==> src/rtl/demux1to32_collector_pkg.sv <==
// Shared defaults and state encoding for the 1-to-32 serial bit collector.
package demux1to32_collector_pkg;

  localparam int unsigned WIDTH_DEF = 32;
  localparam int unsigned SELW_DEF  = $clog2(WIDTH_DEF);

  typedef enum logic {
    StFill = 1'b0,
    StDone = 1'b1
  } state_e;

endpackage

==> src/rtl/demux1to32_collector_dec_lane_onehot.sv <==
// Combinational lane-address to one-hot decoder; forms the accumulator write enable.
module demux1to32_collector_dec_lane_onehot #(
  parameter int unsigned WIDTH = 32,
  parameter int unsigned SELW  = $clog2(WIDTH)
) (
  input  logic [SELW-1:0]  lane,
  output logic [WIDTH-1:0] onehot
);

  always_comb begin
    onehot       = '0;
    onehot[lane] = 1'b1;
  end

endmodule

==> src/rtl/demux1to32_collector.sv <==
// Steers serial bits into an addressed or auto-indexed lane of an accumulator and
// hands completed words to a single-entry valid/ready output slot.
module demux1to32_collector
  import demux1to32_collector_pkg::*;
#(
  parameter int unsigned WIDTH = WIDTH_DEF,
  parameter int unsigned SELW  = $clog2(WIDTH)
) (
  input  logic             clk,
  input  logic             rst,
  input  logic             mode,
  input  logic [SELW-1:0]  sel,
  input  logic             din,
  input  logic             in_valid,
  input  logic             in_last,
  output logic             in_ready,
  output logic [WIDTH-1:0] out_data,
  output logic             out_valid,
  input  logic             out_ready,
  output logic [SELW-1:0]  fill_idx
);

  state_e           state_q;
  logic [WIDTH-1:0] acc_q;
  logic [SELW-1:0]  idx_q;
  logic [WIDTH-1:0] out_data_q;
  logic             out_valid_q;

  logic [SELW-1:0]  lane;
  logic [WIDTH-1:0] lane_oh;
  logic             accept;
  logic             slot_free;
  logic             frame_end;
  logic             transfer;

  assign lane = mode ? idx_q : sel;

  demux1to32_collector_dec_lane_onehot #(
    .WIDTH (WIDTH),
    .SELW  (SELW)
  ) u_dec (
    .lane   (lane),
    .onehot (lane_oh)
  );

  // in_ready depends on state only, so out_ready never reaches the input side.
  assign in_ready  = (state_q == StFill);
  assign accept    = in_valid && in_ready;
  assign slot_free = !out_valid_q || out_ready;
  assign frame_end = in_last || (mode && (idx_q == SELW'(WIDTH - 1)));
  assign transfer  = (state_q == StDone) && slot_free;

  always_ff @(posedge clk or posedge rst) begin
    if (rst) begin
      state_q     <= StFill;
      acc_q       <= '0;
      idx_q       <= '0;
      out_data_q  <= '0;
      out_valid_q <= 1'b0;
    end else begin
      case (state_q)
        StFill: begin
          if (accept) begin
            acc_q <= din ? (acc_q | lane_oh) : (acc_q & ~lane_oh);
            if (mode) begin
              idx_q <= idx_q + SELW'(1);
            end
            if (frame_end) begin
              state_q <= StDone;
            end
          end
        end
        StDone: begin
          if (slot_free) begin
            out_data_q <= acc_q;
            acc_q      <= '0;
            idx_q      <= '0;
            state_q    <= StFill;
          end
        end
        default: state_q <= StFill;
      endcase

      // A new word landing on the consuming edge keeps the slot full.
      if (transfer) begin
        out_valid_q <= 1'b1;
      end else if (out_valid_q && out_ready) begin
        out_valid_q <= 1'b0;
      end
    end
  end

  assign out_data  = out_data_q;
  assign out_valid = out_valid_q;
  assign fill_idx  = idx_q;

endmodule

==> config.mk <==
export PLATFORM = sky130hd
export DESIGN_NAME = demux1to32_collector
export DESIGN_NICKNAME = d
export VERILOG_FILES = /design/src/rtl/demux1to32_collector_pkg.sv /design/src/rtl/demux1to32_collector_dec_lane_onehot.sv /design/src/rtl/demux1to32_collector.sv
export SDC_FILE = /design/constraint.sdc
export NUM_CORES = 1
export LEC_CHECK = 0
export CORE_ASPECT_RATIO = 0.5
export CORE_MARGIN = 1.5
export CORE_UTILIZATION = 45
export CTS_BUF_LIST = sky130_fd_sc_hd__clkbuf_16
export DETAILED_ROUTE_END_ITERATION = 7
export GPL_TIMING_DRIVEN = 0
export HOLD_SLACK_MARGIN = 0.05
export PLACE_DENSITY = 0.78
export SETUP_SLACK_MARGIN = 0.1
export SKIP_CTS_REPAIR_TIMING = 1
export SLEW_MARGIN = 10
export SYNTH_ARGS = -nofsm -noshare
export SYNTH_HDL_FRONTEND = slang
export SYNTH_HIERARCHICAL = 1
export SYNTH_SLANG_ARGS = --single-unit
==> constraint.sdc <==
create_clock -name clk -period 5.4 [get_ports clk]
set_input_delay 1.35 -clock clk [delete_from_list [all_inputs] [get_ports clk]]
set_output_delay 1.35 -clock clk [all_outputs]
set_load 0.05 [all_outputs]
==> impl_metrics.toml <==
[power_and_ir_drop]
worst_ir_drop_vdd_v = 0.0001714
cellPowerDensity_nw_per_um2 = 381.7
p_leak_nw = 1.871

[setup_path]
crit_arrival_ps = 1970
crit-reg2reg-launch = "fill_idx[0]$_DFFE_PP0P_"
rrSetupSlack_ps = 3400
r2r_end = "acc_q[16]$_DFFE_PP0P_"
start_kind = "flop"
crit_required_ps = 4050
path_max_fanout = 10
rr_worst_depth = 7
cp-endpoint = "in_ready"
crit_path_end_kind = "output pin"
crit_type = "flop to output pin"
startpoint = "state_q$_DFF_PP0_"

[placement]
gp_congestion = 0.8432
port_buffers = 49
dp_cells = 425
place_area_sq_um = 3953
hpwl_mm = 5.432

[global_route]
grt_overflow_total = 0
grt_first_pass_wirelength_mm = 13.46
grt.total_usage = 0.2131
grt_max_degree = 39
grt_pass1_vias = 2703
met2_usage = 0.3317
grt_use_met1 = 0.2913
antenna_found_initial = 0
grt_use_met3 = 0.05276
top_usage_layer = "met2"

[logic_synthesis]
ys_async_sr_fraction = 1.000
ys_seq_area_frac = 0.5344
yosysMostFrequentCell = "dfrtp_1"
synth_warnings = 6
synth_seq_cells = 71
synth_common_cells = "dfrtp_1, mux2_2, nor2_1"
syn_inst = 283
synth_area_leaders = "dfrtp_1, mux2_2, a32o_1"
synth.distinct_cells = 31
synth_fp_nets = 297
synth_top_area_frac = 0.5344
synth_edf_count = 0
yosys_most_used_dff = "dfrtp_1"
syn_area_per_cell_sq_um = 11.75
yosysTopAreaCell = "dfrtp_1"
syn_area_sq_um = 3324

[cells_and_area]
fin_cells = 441
diodes = 0
finalCoreUtilization = 0.6138
nNetsFinal = 358
nFillCells = 536
syn2layout_area_growth_pct = 27.59
fin_area_sq_um = 4242
drive_gt1_frac = 0.2235

[timing]
tightestPinTransition_ps = 506.1
whs_ps = 494.9
fin_crit_sh = 0.6151
fin_crit_ps = 3322
slew_violations = 0
max_freq_mhz = 301.0
relSlewSlack = 0.6615
setup-violations-final = 0
grt_setup_unrepaired = "false"
tns_ps = 0
timing_hold_violations_final = 0
fin_skew_ps = 4.063

[clocking]
numCtsBuffers = 9
cts_num_sinks = 71
clk_pin_slew_worst_paths_ps = 60
clk_root_buffer_cell = "clkbuf_16"
clkLatencyLatePin_ps = 320
clock_path_buffers = 2
htreeDepth = 3
cts_tree = "done"

[route]
wire_per_inst_um = 17.79
dr_total_vias = 2654
remaining_drc_errors = 0
routed_wl_mm = 7.846
drt-pass1-iter-count = 6
drtIter0Drc = 228
routed_via_density = 6.018
antenna_left = 0

[floorplanning]
fp.dieW_um = 124.6
dieArea_sq_um = 7944
io_pins = 51
initial_utilization = 0.4811
die_h_um = 63.78
fp.coreArea_sq_um = 6910
rows = 21

[hold_path]
hold_class = "flop to flop"

[run_status]
status = "complete, no violations"

[run]
drv_cap = 0
[power breakdown]
| part | leakage (nW) | internal [mW] | switching (mW) |
|---|---|---|---|
| Clock | 0.139 | 0.353 | 0.213 |
| Combinational | 0.753 | 0.156 | 0.274 |
| Sequential | 0.979 | 0.586 | 0.0379 |
[layout make-up]
| cell class | count | area [sq um] | area share |
|---|---|---|---|
| Timing Repair Buffer | 50 | 510.5 | 0.1204 |
| Clock buffer | 9 | 225.2 | 0.05310 |
| Multi-Input combinational cell | 185 | 1400 | 0.3301 |
| Inverter | 2 | 10.01 | 0.002360 |
| Tap cell | 92 | 115.1 | 0.02714 |
| Sequential cell | 71 | 1777 | 0.4189 |
| Clock inverter | 7 | 63.81 | 0.01504 |
| Buffer | 25 | 140.1 | 0.03304 |
[flip-flops by register name, summed over array words and instances, names as in the netlist]
name and flops:
out_data 32, out_valid 1, state_q 1, fill_idx 5
acc_q 32
[layer usage]
| metal | vias to the layer above | wire length, um |
|---|---|---|
| met1 | 1342 | 3510 |
| met2 | 117 | 3753 |
| li1 | 1181 | - |
| met3 | 14 | 482 |
| met4 | 0 | 99 |
| met5 | - | 0 |
[critical path: stages (launching register included)]
cell             delay (ps)
dfrtp_1                 360
buf_2                   170
buf_2                   200
inv_1                   110
clkdlybuf4s50_1         810
[stage by stage]
stage / total power [mW] / setup slack, ps
4_1_cts: 1.626 / 2082
3_5_place_dp: 1.058 / 2111
2_1_floorplan: 0.9204 / 2253
3_3_place_gp: 1.041 / 1220
6_report: 1.619 / 2078
5_1_grt: 1.690 / 2026
[worst min-delay path by stage]
stage,to,cells past startpoint,start
after floorplan,acc_q[0]$_DFFE_PP0P_,1,acc_q[0]$_DFFE_PP0P_
after global placement,acc_q[1]$_DFFE_PP0P_,1,acc_q[1]$_DFFE_PP0P_
after detailed placement,acc_q[26]$_DFFE_PP0P_,1,acc_q[26]$_DFFE_PP0P_
after CTS,acc_q[30]$_DFFE_PP0P_,1,acc_q[30]$_DFFE_PP0P_
after global routing,acc_q[18]$_DFFE_PP0P_,1,acc_q[18]$_DFFE_PP0P_
final,acc_q[29]$_DFFE_PP0P_,1,acc_q[29]$_DFFE_PP0P_
[cells in the final DEF, fill, tap and decap left out, types with 2 or more instances in the layout]
| cell type | synthesis | final |
|---|---|---|
| a21oi_1 | 9 | 9 |
| a22o_1 | 2 | 2 |
| a22oi_1 | 25 | 25 |
| a31o_2 | 7 | 7 |
| a32o_1 | 25 | 25 |
| buf_1 | 2 | 2 |
| buf_2 | 10 | 10 |
| buf_6 | 4 | 4 |
| clkbuf_1 | 8 | 8 |
| clkbuf_16 | 0 | 9 |
| clkdlybuf4s50_1 | 0 | 49 |
| clkinv_2 | 0 | 3 |
| clkinvlp_4 | 0 | 2 |
| dfrtp_1 | 71 | 71 |
| ha_1 | 2 | 2 |
| mux2_2 | 37 | 37 |
| nand2_1 | 12 | 12 |
| nand2b_1 | 11 | 11 |
| nand3_1 | 3 | 3 |
| nand3b_1 | 3 | 3 |
| nor2_1 | 32 | 32 |
| o22ai_1 | 3 | 3 |
| or3b_1 | 3 | 3 |
| xor2_1 | 2 | 2 |
[cell families after synthesis]
group	after synthesis	share of synthesized area
compound gates	73	0.1792
xor+xnor	2	0.005270
fa+ha+maj	2	0.007526
buf+inv	27	0.04441
flops	71	0.5344
mux	37	0.1253
simple gates	71	0.1039
Note: power is estimated with default switching activity, not from simulation.
